`src/rtl/booth_arith_pkg.sv`:
```
// Shared arithmetic helpers for the Booth multiplier / divider pair:
// FSM state type, default width and magnitude / conditional-negate helpers.
package booth_arith_pkg;

  typedef enum logic [1:0] {
    IDLE = 2'd0,
    CALC = 2'd1,
    FIX  = 2'd2,
    DONE = 2'd3
  } div_state_t;

  localparam int DEFAULT_WIDTH_DATA = 32;

  // Helpers work on a wide container; callers sign/zero-extend into it and
  // size-cast the result back to their own operand width (widths up to 127).
  localparam int MAX_WIDTH_DATA = 128;

  function automatic logic [MAX_WIDTH_DATA-1:0] abs_mag(
    input logic signed [MAX_WIDTH_DATA-1:0] v
  );
    return v[MAX_WIDTH_DATA-1] ? -v : v;
  endfunction

  function automatic logic [MAX_WIDTH_DATA-1:0] neg2c(
    input logic [MAX_WIDTH_DATA-1:0] v,
    input logic                      neg
  );
    return neg ? (~v + 1'b1) : v;
  endfunction

endpackage

```
`src/rtl/div_restore_step.sv`:
```
// One restoring-division step: shift {prem, q} left, trial-subtract the
// divisor magnitude, keep the difference or restore.
module div_restore_step #(
  parameter int WIDTH_DATA = 32
) (
  input  logic [WIDTH_DATA:0]   prem_in,
  input  logic [WIDTH_DATA-1:0] q_in,
  input  logic [WIDTH_DATA-1:0] dvsr,
  output logic [WIDTH_DATA:0]   prem_out,
  output logic [WIDTH_DATA-1:0] q_out
);

  logic [WIDTH_DATA+1:0] shifted;
  logic [WIDTH_DATA+1:0] diff;

  always_comb begin
    shifted = {prem_in, q_in[WIDTH_DATA-1]};
    diff    = shifted - {2'b00, dvsr};
    // Top bit of the extra-wide difference is the borrow.
    if (!diff[WIDTH_DATA+1]) begin
      prem_out = diff[WIDTH_DATA:0];
      q_out    = {q_in[WIDTH_DATA-2:0], 1'b1};
    end else begin
      prem_out = shifted[WIDTH_DATA:0];
      q_out    = {q_in[WIDTH_DATA-2:0], 1'b0};
    end
  end

endmodule

```
`src/rtl/booth_div_seq.sv`:
```
// Sequential signed radix-2 divider (truncating, C semantics): unsigned
// restoring core on magnitudes followed by a single sign-fix cycle.
module booth_div_seq
  import booth_arith_pkg::*;
#(
  parameter int WIDTH_DATA = DEFAULT_WIDTH_DATA
) (
  input  logic                  clk,
  input  logic                  rst,
  input  logic                  start,
  input  logic [WIDTH_DATA-1:0] dividend,
  input  logic [WIDTH_DATA-1:0] divisor,
  output logic                  busy,
  output logic                  done,
  output logic                  div_by_zero,
  output logic [WIDTH_DATA-1:0] quotient,
  output logic [WIDTH_DATA-1:0] remainder,
  output div_state_t            dbg_state
);

  // Handshake: start is accepted only in IDLE (busy=0) and operands are
  // captured on that edge; done is a one-cycle pulse with results valid,
  // and results hold until the next accepted start loads new ones.

  localparam int CW = $clog2(WIDTH_DATA);
  localparam int XW = MAX_WIDTH_DATA - WIDTH_DATA;
  localparam logic [CW-1:0] LAST = CW'(WIDTH_DATA - 1);

  div_state_t            state_q, state_d;
  logic [CW-1:0]         cnt_q, cnt_d;
  logic [WIDTH_DATA:0]   prem_q, prem_d;
  logic [WIDTH_DATA-1:0] quo_q, quo_d;
  logic [WIDTH_DATA-1:0] dvsr_q, dvsr_d;
  logic                  sign_q_q, sign_q_d;
  logic                  sign_r_q, sign_r_d;
  logic [WIDTH_DATA-1:0] quotient_q, quotient_d;
  logic [WIDTH_DATA-1:0] remainder_q, remainder_d;
  logic                  dbz_q, dbz_d;

  logic [WIDTH_DATA:0]   step_prem;
  logic [WIDTH_DATA-1:0] step_q;

  div_restore_step #(.WIDTH_DATA(WIDTH_DATA)) u_step (
    .prem_in  (prem_q),
    .q_in     (quo_q),
    .dvsr     (dvsr_q),
    .prem_out (step_prem),
    .q_out    (step_q)
  );

  always_comb begin
    state_d     = state_q;
    cnt_d       = cnt_q;
    prem_d      = prem_q;
    quo_d       = quo_q;
    dvsr_d      = dvsr_q;
    sign_q_d    = sign_q_q;
    sign_r_d    = sign_r_q;
    quotient_d  = quotient_q;
    remainder_d = remainder_q;
    dbz_d       = dbz_q;

    case (state_q)
      IDLE: begin
        if (start) begin
          if (divisor == '0) begin
            quotient_d  = '1;
            remainder_d = dividend;
            dbz_d       = 1'b1;
            state_d     = DONE;
          end else begin
            sign_q_d = dividend[WIDTH_DATA-1] ^ divisor[WIDTH_DATA-1];
            sign_r_d = dividend[WIDTH_DATA-1];
            quo_d    = WIDTH_DATA'(abs_mag({{XW{dividend[WIDTH_DATA-1]}}, dividend}));
            dvsr_d   = WIDTH_DATA'(abs_mag({{XW{divisor[WIDTH_DATA-1]}}, divisor}));
            prem_d   = '0;
            cnt_d    = '0;
            state_d  = CALC;
          end
        end
      end
      CALC: begin
        prem_d = step_prem;
        quo_d  = step_q;
        cnt_d  = cnt_q + 1'b1;
        if (cnt_q == LAST) begin
          cnt_d   = '0;
          state_d = FIX;
        end
      end
      FIX: begin
        // Partial remainder is below the divisor here, so its low bits suffice.
        quotient_d  = WIDTH_DATA'(neg2c({{XW{1'b0}}, quo_q}, sign_q_q));
        remainder_d = WIDTH_DATA'(neg2c({{XW{1'b0}}, prem_q[WIDTH_DATA-1:0]}, sign_r_q));
        dbz_d       = 1'b0;
        state_d     = DONE;
      end
      DONE: begin
        state_d = IDLE;
      end
      default: begin
        state_d = IDLE;
      end
    endcase
  end

  always_ff @(posedge clk or posedge rst) begin
    if (rst) begin
      state_q     <= IDLE;
      cnt_q       <= '0;
      prem_q      <= '0;
      quo_q       <= '0;
      dvsr_q      <= '0;
      sign_q_q    <= 1'b0;
      sign_r_q    <= 1'b0;
      quotient_q  <= '0;
      remainder_q <= '0;
      dbz_q       <= 1'b0;
    end else begin
      state_q     <= state_d;
      cnt_q       <= cnt_d;
      prem_q      <= prem_d;
      quo_q       <= quo_d;
      dvsr_q      <= dvsr_d;
      sign_q_q    <= sign_q_d;
      sign_r_q    <= sign_r_d;
      quotient_q  <= quotient_d;
      remainder_q <= remainder_d;
      dbz_q       <= dbz_d;
    end
  end

  assign busy        = (state_q != IDLE);
  assign done        = (state_q == DONE);
  assign div_by_zero = dbz_q;
  assign quotient    = quotient_q;
  assign remainder   = remainder_q;
  assign dbg_state   = state_q;

endmodule

```
`config.mk`:
```
export PLATFORM = sky130hd
export DESIGN_NAME = booth_div_seq
export DESIGN_NICKNAME = d
export VERILOG_FILES = /design/src/rtl/booth_arith_pkg.sv /design/src/rtl/div_restore_step.sv /design/src/rtl/booth_div_seq.sv
export SDC_FILE = /design/constraint.sdc
export NUM_CORES = 1
export LEC_CHECK = 0
export CORE_ASPECT_RATIO = 0.7
export CORE_MARGIN = 10
export CORE_UTILIZATION = 52
export CTS_CLUSTER_DIAMETER = 200
export CTS_CLUSTER_SIZE = 24
export DETAILED_ROUTE_END_ITERATION = 12
export HOLD_SLACK_MARGIN = 0.03
export MAX_ROUTING_LAYER = met4
export PLACE_DENSITY = 0.77
export SLEW_MARGIN = 40
export SYNTH_ARGS = -nofsm -noshare
export SYNTH_HDL_FRONTEND = slang
export SYNTH_HIERARCHICAL = 1
export SYNTH_SLANG_ARGS = --single-unit
```
`constraint.sdc`:
```
create_clock -name clk -period 5.1 [get_ports clk]
set_input_delay 0.51 -clock clk [delete_from_list [all_inputs] [get_ports clk]]
set_output_delay 0.51 -clock clk [all_outputs]
set_load 0.05 [all_outputs]
```
==> flow_metrics.tcl, run 1 <==
set metrics [dict create \
    status "finished, final reports clean" \
    critPathCaptureType "register" \
    crit_path_start_kind "register" \
    max_slew_margin_pct 45.40 \
    clockPowerShare_pct 12.3 \
    ioPinCount 136 \
    synthesis.nets 1579 \
    async_flop_share_pct 100.0 \
    holdPathStages 2 \
    numClockSinks 171 \
    postLayoutCoreUtil_pct 61.25 \
    fmax_mhz 254.5 \
    final_area_um2 14370 \
    setup_viol 0 \
    drtIter0Drc 1236 \
    yosysWarnings 6 \
    synthCells 1468 \
    wl_per_cell_um 19.00 \
    path_max_fanout 38 \
    firstDrtPassIters 6 \
    yosysTopAreaCellShare_pct 34.70 \
    wl_um 35250 \
    vias 10990 \
    route.detailed.drc 0 \
    grt.total_usage_pct 23.48 \
    p_comb_share_pct 63.2 \
    drv_cap 0 \
    drive_gt1_share_pct 5.660 \
    fillerInstances 1968 \
    required_ns 5.42 \
    dpl_cell_area_um2 13720 \
    overflow 0 \
    ys_seq_area_share_pct 34.70 \
    synth_area_leaders "dfrtp_1 (35%), nand2_1 (6.9%), xor2_1 (5.5%), xnor2_1 (4.5%), o21ai_0 (4.5%)" \
    coreArea_um2 23460 \
    rsz0062_at_grt "no" \
    finalWeightedCongestion 0.9820 \
    detail-route-antenna-nets 0 \
    cts-root-buf "clkbuf_16" \
    ctsResizeCount 0 \
    synth-edff-count 0 \
    p_int_mw 5.276 \
    via_per_inst 5.922 \
    hpwl_um 26330 \
    numCtsBuffers 17 \
    synth_cell_types 72 \
    diodes 0 \
    syn_avg_cell_area_um2 8.401 \
    grt_pass1_vias 10340 \
    switching_power_mw 5.448 \
    netlist_area_um2 12330 \
    max_slew.worst_pin.slew_ns 0.8115 \
    fp.dieH_um 148.9 \
    seqPwrFrac_pct 24.5 \
    maxSlewViolCount 0 \
    peakVddDrop_v 0.0004534 \
    antenna_found_initial 0 \
    cp.arrival_ns 4.25 \
    min_from "dvsr_q[15]" \
    io_buffers 135 \
    period_needed_ns 3.929 \
    syn_to_final_growth_pct 16.54 \
    cts.clk_slew.worst_paths_ns 0.07 \
    period_share_pct 77.05 \
    path_class "reg -> reg" \
    power_leakage_nw 6.107 \
    cts_tree "done" \
    finalSetupTns_ns 0 \
    die-width_um 204.1 \
    min_path_type "reg -> reg" \
    holdBufCountCts 0 \
    synth_seq_cells 171 \
    r2r-end "prem_q[3]" \
    rows 47 \
    ys.flop_type "dfrtp_1" \
    r2r_cells 12 \
    p_per_area_nw_per_um2 746.2 \
    start_util_pct 52.56 \
    insertion_delay_ns 0.44 \
    cts_setup_buffers 0 \
    hold_path_end "dvsr_q[15]" \
    fin_nets 1635 \
    hold_violations 0 \
    swShare_pct 50.80 \
    r2r_start "prem_q[7]" \
    r2r_setup_slack_ns 1.17 \
    grt_max_degree 103 \
    synth_area_leader_cell "dfrtp_1" \
    skew_ns 0.01158 \
    htreeDepth 4 \
    grt_pass1_wl_um 55950 \
    dieArea_um2 30380 \
    clk_path_buf_depth 2 \
]
-- sequential cells by signal, indices dropped and copies added, names as in the netlist --
name	count
dbg_state	2
quotient	32
quo_q	32
cnt_q	5
sign_q_q	1
remainder	32
sign_r_q	1
div_by_zero	1
prem_q	33
dvsr_q	32
-- stage by stage --
step	hold slack (ns)	power, mW	setup WS, ns	std cells
3_5_place_dp	0.4662	9.265	1.064	1822
2_1_floorplan	0.4498	7.796	2.042	1468
3_3_place_gp	0.4512	9.102	1.189	1821
5_1_grt	0.4985	11.57	0.9878	1855
6_report	0.4806	10.72	1.171	1855
4_1_cts	0.4844	10.64	1.215	1854
-- kinds of logic (layout without fill, tap and decap cells) --
| group | Yosys count | after routing | share of synthesized area [%] |
|---|---|---|---|
| xor+xnor | 141 | 141 | 10.01 |
| buf+inv | 169 | 238 | 6.584 |
| mux | 71 | 71 | 6.077 |
| compound gates | 402 | 402 | 20.43 |
| flops | 171 | 171 | 34.70 |
| simple gates | 470 | 470 | 17.67 |
| fa+ha+maj | 44 | 44 | 4.525 |
-- worst max-delay path, cell delays in order (launching register included) --
cell,delay [ns]
dfrtp_1,0.46
ha_1,0.45
and3_1,0.21
or3b_1,0.38
a211oi_2,0.41
o31ai_1,0.16
and3_4,0.24
o31ai_4,0.26
xor2_4,0.18
buf_4,0.44
mux2_1,0.39
nand2_1,0.09
o21ai_1,0.07
-- layer usage --
metal | wire, um | share of wire (%) | track usage (%) | up-vias
met4 | 509 | 1.4 | 5.353 | 0
li1 | - | - | - | 5303
met5 | 0 | 0 | - | -
met3 | 2780 | 7.9 | 5.230 | 46
met2 | 15330 | 43 | 33.76 | 401
met1 | 16630 | 47 | 32.95 | 5235
-- power groups by stage --
stage	logic (mW)	clock network [mW]	registers, mW
final	6.78	1.32	2.63
after global routing	7.46	1.40	2.72
after CTS	6.70	1.33	2.61
after detailed placement	6.64	0	2.63
after global placement	6.51	0	2.59
after floorplan	4.76	0	3.04
-- synth_stat cells (32+ instances only) --
library cell,instances
a21o_1,32
xnor2_1,63
o31ai_1,39
inv_1,53
mux2i_1,40
dfrtp_1,171
nand2_1,227
nor2_1,94
a21oi_1,54
clkbuf_1,59
buf_4,42
o21ai_1,68
ha_1,43
xor2_1,78
o21ai_0,110
-- layout make-up --
type                       count  area, um^2  area share, %
multi-input combinational   1128        7326          50.97
sequential                   171        4282          29.79
timing repair buffer         152        1560          10.86
clock buffer                  17       425.4          2.960
tap                          318       397.9          2.768
inverter                      54       206.4          1.436
clock inverter                15       175.2          1.219
-- worst max-delay path by stage --
stage                      startpoint         end  slack [ns]  cells after the start
after detailed placement  divisor[10]  prem_q[13]        1.06                      7
after CTS                   prem_q[7]   prem_q[3]        1.21                     12
after floorplan             prem_q[5]  prem_q[23]        2.04                     13
after global routing        prem_q[8]   prem_q[3]        0.99                     12
after global placement    divisor[10]    quo_q[4]        1.19                      8
final                       prem_q[7]   prem_q[3]        1.17                     12
-- cell usage in the layout (no fill, tap or decap), types with 17 or more instances in the layout --
cell and n:
a21o_1 32, a21oi_1 54, a31oi_1 17, clkbuf_16 17, clkdlybuf4s50_1 135, dfrtp_1 169
ha_1 41, inv_1 52, mux2_1 20, mux2i_1 40, nand2_1 227, nand4_1 18
nor2_1 94, nor4_1 17, o21ai_0 110, o21ai_1 68, o31ai_1 39, o41ai_1 25
xnor2_1 63, xor2_1 77
No activity file was read; power rests on OpenSTA's default activity.
==> run 2, diff against run 1 <==
--- a/config.mk
+++ b/config.mk
@@ -7,13 +7,13 @@
 export LEC_CHECK = 0
 export CORE_ASPECT_RATIO = 0.7
 export CORE_MARGIN = 10
-export CORE_UTILIZATION = 52
+export CORE_UTILIZATION = 55
 export CTS_CLUSTER_DIAMETER = 200
 export CTS_CLUSTER_SIZE = 24
 export DETAILED_ROUTE_END_ITERATION = 12
 export HOLD_SLACK_MARGIN = 0.03
 export MAX_ROUTING_LAYER = met4
-export PLACE_DENSITY = 0.77
+export PLACE_DENSITY = 0.78
 export SLEW_MARGIN = 40
 export SYNTH_ARGS = -nofsm -noshare
 export SYNTH_HDL_FRONTEND = slang
==> constraint.sdc (replaced) <==
create_clock -name clk -period 3.65 [get_ports clk]
set_input_delay 0.365 -clock clk [delete_from_list [all_inputs] [get_ports clk]]
set_output_delay 0.365 -clock clk [all_outputs]
set_load 0.05 [all_outputs]
==> flow_metrics.tcl, run 2 (same netlist as run 1, synthesis figures left out) <==
set metrics [dict create \
    wl_per_cell_um 19.49 \
    clk_path_buf_depth 2 \
    drtIter0Drc 1200 \
    final_common_cell "nand2_1" \
    htreeDepth 4 \
    grt_pass1_wl_um 57930 \
    hold_violations 0 \
    fin_ws_ns 0.1905 \
    r2r-end "prem_q[13]" \
    finalWeightedCongestion 0.9896 \
    hold_ws_ns 0.3804 \
    setup_viol 0 \
    antenna_found_initial 1 \
    cts.clk_slew.worst_paths_ns 0.08 \
    dpl_cell_area_um2 13930 \
    hpwl_um 27150 \
    max_slew.worst_pin.slew_ns 0.7512 \
    syn_to_final_growth_pct 18.10 \
    top_register "prem_q" \
    max_slew_margin_pct 49.92 \
    grt_max_degree 92 \
    numClockSinks 171 \
    crit_path_start_kind "register" \
    insertion_delay_ns 0.44 \
    p_per_area_nw_per_um2 1062 \
    route.detailed.drc 0 \
    vias 11250 \
    fin_nets 1666 \
    min_path_type "in -> async" \
    worst_path_max_delay_cell "dfrtp_1" \
    io_buffers 135 \
    cts_tree "done" \
    path_max_fanout 33 \
    setup.worst_path.start "prem_q[9]" \
    fp.dieH_um 145.3 \
    via_per_inst 6.083 \
    r2r_cells 12 \
    overflow 0 \
    wl_um 36050 \
    numCtsBuffers 17 \
    start_util_pct 56.45 \
    final_area_um2 14570 \
    drive_gt1_share_pct 7.334 \
    most-common-layout-cells "nand2_1 (227), dfrtp_1 (169), clkdlybuf4s50_1 (134), o21ai_0 (110), nor2_1 (94)" \
    diodes 0 \
    place_ws_ns 0.2384 \
    largest_register_ffs 33 \
    fmax_mhz 289.1 \
    required_ns 3.96 \
    slowest_delay_ns 0.46 \
    detail-route-antenna-nets 0 \
    holdBufCountCts 0 \
    drv_cap 0 \
    path_class "reg -> reg" \
    grt.total_usage_pct 25.51 \
    cts_setup_buffers 0 \
    dieArea_um2 28910 \
    cts-root-buf "clkbuf_16" \
    ioPinCount 136 \
    cp.arrival_ns 3.77 \
    critPathCaptureType "register" \
    status "finished, final reports clean" \
    peakVddDrop_v 0.0006375 \
    r2r_setup_slack_ns 0.19 \
    period_needed_ns 3.460 \
    power_leakage_nw 6.277 \
    skew_ns 0.01188 \
    ctsResizeCount 0 \
    rows 45 \
    grt_pass1_vias 10460 \
    r2r_start "prem_q[9]" \
    crit_chain "ha_1 -> and3_1 -> or3b_1 -> a211oi_2 -> o31ai_1 -> and3_4 -> o31ai_4 -> xor2_4 -> buf_12 -> mux2_1 -> nand2_1 -> o21ai_1" \
    coreArea_um2 21850 \
    firstDrtPassIters 9 \
    finalSetupTns_ns 0 \
    rsz0062_at_grt "no" \
    die-width_um 199.0 \
    maxSlewViolCount 0 \
    period_share_pct 94.78 \
]
==> run 2: worst max path at each step <==
stage | to | slack, ns | depth (start not counted)
2_1_floorplan | prem_q[23] | 0.59 | 13
3_3_place_gp | prem_q[23] | 0.30 | 12
3_5_place_dp | prem_q[9] | 0.24 | 12
4_1_cts | prem_q[9] | 0.22 | 12
5_1_grt | prem_q[9] | 0.03 | 12
6_report | prem_q[13] | 0.19 | 12
==> run 2: worst max-delay path: cells and delay by family, from the launching register on <==
family / cells / cell delay, ns
muxes: 1 / 0.34
DFF: 1 / 0.46
buffers and inverters: 1 / 0.23
xor gates and xnor gates: 1 / 0.25
AOI/OAI and AO/OA: 4 / 0.80
adders and majority gates: 1 / 0.40
and+or+nand+nor: 4 / 0.85
==> run 2: per-stage QoR <==
stage               total power [mW]  utilization, %  instances
floorplan                      10.89               -       1468
global placement               13.18           63.60       1816
CTS                            15.35           66.60       1849
finish                         15.47           66.67       1850
detailed placement             13.38           63.75       1817
global route                   16.63           66.67       1850
==> run 2: layout make-up <==
cell class / count / area (um^2)
clock buffers: 17 / 425.4
clock inverters: 15 / 197.7
fillers: 1781 / 7281
inverters: 54 / 206.4
multi-input cells: 1128 / 7301
flip-flops and latches: 171 / 4282
well taps: 282 / 352.8
repair buffers: 183 / 1800
==> run 2: report_power, final <==
group	internal [mW]	switching [mW]
logic	4.02	5.91
clock network	0.997	0.930
registers	2.67	0.947
==> run 2: metal layers <==
metal,track usage [%],wire [um]
met1,36.37,16590
met2,35.49,15580
met3,6.298,3310
met4,5.744,570
met5,-,0
==> run 3, diff against run 2 <==
--- a/config.mk
+++ b/config.mk
@@ -19,3 +19,4 @@
 export SYNTH_HDL_FRONTEND = slang
 export SYNTH_HIERARCHICAL = 1
 export SYNTH_SLANG_ARGS = --single-unit
+export TNS_END_PERCENT = 100
==> constraint.sdc (replaced) <==
create_clock -name clk -period 4.05 [get_ports clk]
set_input_delay 0.405 -clock clk [delete_from_list [all_inputs] [get_ports clk]]
set_output_delay 0.405 -clock clk [all_outputs]
set_load 0.05 [all_outputs]
==> flow_metrics.tcl, run 3 (same netlist as run 1, synthesis figures left out) <==
set metrics [dict create \
    status "finished, final reports clean" \
    maxSlewViolCount 0 \
    r2r_cells 12 \
    firstDrtPassIters 5 \
    hold_ws_ns 0.4309 \
    peakVddDrop_v 0.0005716 \
    dieArea_um2 28910 \
    period_share_pct 89.42 \
    antenna_found_initial 2 \
    wl_per_cell_um 19.78 \
    vias 11250 \
    min_path_type "in -> async" \
    ioPinCount 136 \
    largest_register_ffs 33 \
    multiInputGateArea_um2 7315 \
    max_slew.worst_pin.slew_ns 0.7981 \
    syn_to_final_growth_pct 16.83 \
    power_leakage_nw 6.150 \
    grt_pass1_vias 10540 \
    holdBufCountCts 0 \
    rsz0062_at_grt "no" \
    final_common_cell "nand2_1" \
    r2r_setup_slack_ns 0.43 \
    route.detailed.drc 0 \
    grt.total_usage_pct 25.41 \
    detail-route-antenna-nets 0 \
    drive_gt1_share_pct 5.775 \
    critPathCaptureType "register" \
    io_buffers 135 \
    cts_setup_buffers 0 \
    grt_pass1_wl_um 57840 \
    drv_cap 0 \
    ctsResizeCount 0 \
    hold_violations 0 \
    p_per_area_nw_per_um2 961.2 \
    total_power_mw 13.85 \
    via_per_inst 6.162 \
    start_util_pct 56.45 \
    clk_path_buf_depth 2 \
    fmax_mhz 276.1 \
    path_max_fanout 35 \
    setup_viol 0 \
    skew_ns 0.01292 \
    die-width_um 199.0 \
    max_slew_margin_pct 46.80 \
    cts-root-buf "clkbuf_16" \
    grt_max_degree 96 \
    cp.arrival_ns 3.92 \
    required_ns 4.34 \
    cts_tree "done" \
    path_class "reg -> reg" \
    hpwl_um 26540 \
    finalWeightedCongestion 0.9849 \
    r2r_start "prem_q[0]" \
    fin_ws_ns 0.4286 \
    most-common-layout-cells "nand2_1 (227), dfrtp_1 (169), clkdlybuf4s50_1 (134), o21ai_0 (110), nor2_1 (94)" \
    insertion_delay_ns 0.44 \
    finalSetupTns_ns 0 \
    rows 45 \
    fin_nets 1639 \
    r2r-end "prem_q[3]" \
    crit_path_start_kind "register" \
    top_register "prem_q" \
    regArea_um2 4282 \
    cts.clk_slew.worst_paths_ns 0.06 \
    place_ws_ns 0.3866 \
    coreArea_um2 21850 \
    fillerInstances 1820 \
    numClockSinks 171 \
    period_needed_ns 3.621 \
    overflow 0 \
    drtIter0Drc 1255 \
    numCtsBuffers 17 \
    wl_um 36110 \
    htreeDepth 4 \
    fp.dieH_um 145.3 \
]
## run 3: cell count changes in the layout (fill, tap and decap cells not counted), moves of 2 or more
cell and change:
nor4_2 +3, diode_2 +2, clkinv_2 +2, buf_4 -25
nor4_1 -3, clkinvlp_4 +3, clkinv_8 -4, clkbuf_8 +3
clkinv_4 -2, inv_8 -6, bufinv_16 +4
## run 3: critical path: stages (launching register included)
cell	delay [ns]
dfrtp_1	0.48
ha_1	0.34
nor2b_1	0.16
o31ai_1	0.60
a211oi_2	0.23
o31ai_1	0.31
and3_4	0.28
o31ai_4	0.08
xor2_4	0.25
buf_12	0.24
mux2_1	0.36
nand2_1	0.07
o21ai_1	0.06
## run 3: worst max path at each step
stage	startpoint	end	slack [ns]
finish	prem_q[0]	prem_q[3]	0.43
global route	prem_q[0]	prem_q[27]	0.23
CTS	prem_q[0]	prem_q[31]	0.49
detailed placement	divisor[10]	prem_q[9]	0.39
global placement	divisor[10]	prem_q[4]	0.51
floorplan	prem_q[5]	prem_q[23]	0.99
## run 3: layout make-up
class                      count  share of cell area, %
multi-input combinational   1128                  50.76
clock buffer                  21                  3.265
inverter                      54                  1.433
timing repair buffer         156                  11.01
antenna                        2                0.03473
sequential                   171                  29.72
clock inverter                11                  1.329
tap                          282                  2.449
## run 3: metrics by stage
stage	utilization, %	instances	instance area, um^2
floorplan	-	1468	12340
global placement	62.70	1790	13700
detailed placement	62.85	1791	13730
CTS	65.88	1823	14390
global route	65.96	1825	14410
finish	65.96	1825	14410
## run 3: layer usage
layer	vias to the layer above	part of all wire (%)	GRT usage (%)
li1	5300	-	-
met1	5474	45	35.25
met2	438	44	36.36
met3	34	9.4	6.805
met4	0	1.1	5.097
met5	-	0	-
## run 3: where the power goes
group	total [mW]	switching, mW	leakage, nW	internal (mW)
combinational	8.64	5.22	3.75	3.42
clock	1.86	0.717	0.315	1.14
sequential	3.35	0.938	2.09	2.41
==> variant 1 (flow settings as in run 1) <==
`dvsr_q` no longer has a reset.
--- a/src/rtl/booth_div_seq.sv
+++ b/src/rtl/booth_div_seq.sv
@@ -111,5 +111,4 @@
       prem_q      <= '0;
       quo_q       <= '0;
-      dvsr_q      <= '0;
       sign_q_q    <= 1'b0;
       sign_r_q    <= 1'b0;
@@ -122,5 +121,4 @@
       prem_q      <= prem_d;
       quo_q       <= quo_d;
-      dvsr_q      <= dvsr_d;
       sign_q_q    <= sign_q_d;
       sign_r_q    <= sign_r_d;
@@ -129,4 +127,8 @@
       dbz_q       <= dbz_d;
     end
+  end
+
+  always_ff @(posedge clk) begin
+    dvsr_q <= dvsr_d;
   end
 
Formal check against the unedited RTL: no difference found for any inputs over 4 cycles, from zero or initial values and one cycle with rst high; that may be too few to reach the edited logic, so the function may still have changed.
==> variant 1 against run 1 <==
Total power shrank 32%; synthesized area shrank 1.6%; global-route usage is essentially flat; synthesized cell count shrank 5.3%; worst setup slack lost 12 ps; combinational power shrank 45%; sequential cell count is the same; clock skew grew 1.4 ps; clock power shrank 8%; design area shrank 2.5%; hold slack lost 3.4 ps; wire length shrank 0.35%; die area shrank 1.5%; largest power group unchanged.
==> variant 1: results (changes against run 1) <==
[timing]
clock_skew_ps=13.0  ; +1.40 ps
max_freq_mhz=254  ; -0.31%
tightest_slew_ps=801  ; -10.0 ps

[final_layout]
fin_nets=1562  ; -4.5%
fillers=1970  ; +0.10%

[logic_synthesis]
synthArstFlopShare_pct=81.3  ; -19 points
yosys-mux-area-fraction_pct=5.65  ; -0.42 points
synth_fa_ha_area_share_pct=4.60  ; +0.076 points
syn_inst=1390  ; -5.3%
synth.area.top_cells=dfrtp_1, edfxtp_1, xnor2_1
synthDistinctLibCells=73  ; +1.4%
synth_compound_area_share_pct=18.5  ; -1.9 points

[place]
dpl_cell_area_mm2=0.0135  ; -1.8%
gp_congestion=0.959  ; -2.4%
pre_cts_slack_ps=922  ; -142 ps

[setup_path]
arrival_ps=4270  ; +20 ps
critPathMaxStageDelay_ps=490  ; +30 ps

[min_path]
min_to=cnt_q[4]$_DFFE_PP0P_

[drt]
viasPerCell=6.02  ; +1.6%
drt_iter0_drc=1267  ; +2.5%
dr_wl_met2_um=15300  ; -0.16%
dr_wl_met3_um=3440  ; +24%
drt-pass1-iter-count=5  ; -1

[global_route]
groute.layer.met1.usage_pct=32.1  ; -0.86 points
grt_pass1_vias=10252  ; -0.80%
track_usage_pct=23.5  ; +0.048 points
grt_util_met2_pct=34.7  ; +0.89 points
use_met3_pct=5.72  ; +0.49 points

[outcome]
status=finished, final reports clean

[pwr]
sw_frac_of_total_pct=48.2  ; -2.6 points

==> variant 1: cells by family (layout without fill, tap and decap cells) <==
family                   after synthesis  after routing
adder cells (fa/ha/maj)               44             44
AO/OA/AOI/OAI                        344            344
AND/OR/NAND/NOR                      459            459
flip-flops                           171            171
XOR/XNOR                             145            145
buffers and inverters                162            236
multiplexers                          65             65
==> variant 1: layout make-up <==
cell class	count	share of cell area, %
multi-input combinational	1057	49.8
sequential	171	31.7
timing repair buffer	148	10.4
clock buffer	23	3.35
tap	312	2.78
inverter	56	1.55
clock inverter	9	0.446
==> variant 1: worst register-to-register path: cells and delay by family (launching register included) <==
kind / cells / cell delay, ps
AND/OR/NAND/NOR: 5 / 1030
XOR/XNOR: 1 / 150
adder cells (fa/ha/maj): 1 / 450
buffers and inverters: 1 / 430
multiplexers: 1 / 400
flip-flops: 1 / 490
AO/OA/AOI/OAI: 3 / 870
==> variant 2 (config.mk and constraints of run 1) <==
Made on the original files. The package constant `DEFAULT_WIDTH_DATA` goes from 32 to 16.
--- a/src/rtl/booth_arith_pkg.sv
+++ b/src/rtl/booth_arith_pkg.sv
@@ -10,5 +10,5 @@
   } div_state_t;
 
-  localparam int DEFAULT_WIDTH_DATA = 32;
+  localparam int DEFAULT_WIDTH_DATA = 16;
 
   // Helpers work on a wide container; callers sign/zero-extend into it and
Ports: changed (resized dividend, divisor, quotient and remainder); port bits go from 136 to 72. No check against the original RTL was run, so the function may have changed too.
==> variant 2 against run 1 <==
Wire length down 52%; maximum frequency up 17%; hold slack better by 1.0 ps; non-clock buffer count down 76; worst setup slack better by 580 ps; sequential cell count down 81; synthesized area down 48%; total power down 62%; first-iteration DRC count down 59%; clock skew down 5.9 ps; via count down 49%; design area down 49%; clock power down 52%; critical endpoint is now prem_q[7]$_DFFE_PP0P_; largest cell class unchanged.
==> variant 2: results (changes against run 1) <==
[outcome]
status=finished, final reports clean

[final_layout]
drive_above_1_share_pct=6.99  ; +1.3 points
inverters_excl_clock=37  ; -31%
layout.nonclk_buf_share_pct=10.2  ; -0.67 points
nMultiInputCombCells=553  ; -51%
multi_input_area_mm2=0.00368  ; -50%
fin_nets=829  ; -49%
clkCellAreaFrac_pct=3.82  ; -0.36 points

[pwr]
sw_frac_of_total_pct=48.8  ; -2.0 points
p_comb_share_pct=54.4  ; -8.8 points
irDropWorstVdd_v=0.000544  ; +20%
cellLeakagePower_nw=3.08  ; -50%

[global_route]
grt_pass1_vias=5158  ; -50%
grt_max_degree=74  ; -28%
track_usage_pct=19.5  ; -4.0 points
use_met3_pct=3.90  ; -1.3 points
groute.layer.met1.usage_pct=28.0  ; -5.0 points
grt_pass1_wl_um=27300  ; -51%

[cts]
cts_max_level=3  ; -1
cts_buffers=9  ; -8
clock_latency_ps=350  ; -90 ps

[logic_synthesis]
ys_seq_area_share_pct=35.2  ; +0.52 points
synth.area.top_cells=dfrtp_1, nand2_1, o21ai_0
ys_top_cells_by_count=nand2_1, dfrtp_1, o21ai_0
synth.net_count=795  ; -50%
synthDistinctLibCells=65  ; -9.7%

[setup_path]
arrival_ps=3550  ; -700 ps
cp_slowest_cell=xnor2_4
critPathMaxStageDelay_ps=600  ; +140 ps

[timing]
clock_skew_ps=5.68  ; -5.89 ps
tightest_slew_ps=780  ; -31.4 ps

[drt]
drt_iter0_drc=502  ; -59%
viasPerCell=6.03  ; +1.8%
post_drt_wl_per_cell_um=18.2  ; -4.5%

[place]
portBuffers=71  ; -47%
gp_congestion=0.959  ; -2.4%

[variant 2: worst paths after layout]
| kind | end | slack (ps) | start |
|---|---|---|---|
| max | prem_q[7]$_DFFE_PP0P_ | 1750 | prem_q[11]$_DFFE_PP0P_ |
| min | remainder[2]$_DFFE_PP0P_ | 480 | remainder[2]$_DFFE_PP0P_ |
| max reg2reg | prem_q[7]$_DFFE_PP0P_ | 1750 | prem_q[11]$_DFFE_PP0P_ |
| min reg2reg | remainder[2]$_DFFE_PP0P_ | 480 | remainder[2]$_DFFE_PP0P_ |
| max in group asynchronous | quo_q[11]$_DFFE_PP0P_ | 3730 | rst |
| min in group asynchronous | cnt_q[2]$_DFFE_PP0P_ | 560 | rst |
[variant 2: stage by stage]
step / hold WS, ps / instances / total power, mW / setup WS, ps / instance area (um2)
global route: 512 / 929 / 4.33 / 1560 / 7300
finish: 482 / 929 / 4.06 / 1750 / 7300
global placement: 464 / 913 / 3.34 / 1790 / 7010
detailed placement: 475 / 913 / 3.43 / 1660 / 7030
floorplan: 445 / 733 / 2.89 / 2250 / 6390
CTS: 489 / 929 / 4.07 / 1770 / 7300
[variant 2: logic make-up (layout without fill, tap and decap cells)]
family                     after synthesis  in the layout  synth area share, %
AOI/OAI and AO/OA                      209            209                 20.5
xor gates and xnor gates                63             63                 8.92
adders and majority gates               27             27                 5.40
buffers and inverters                   90            129                 7.36
DFF                                     90             90                 35.2
muxes                                   40             40                 6.91
and+or+nand+nor                        214            214                 15.7
[variant 2: routing by layer]
layer  vias up  routed length [um]  share of wire, %
li1       2667                   -                 -
met1      2694                8240                49
met2       223                7300                43
met3        15                1180               7.0
met4         0                 144              0.85
met5         -                   0                 0
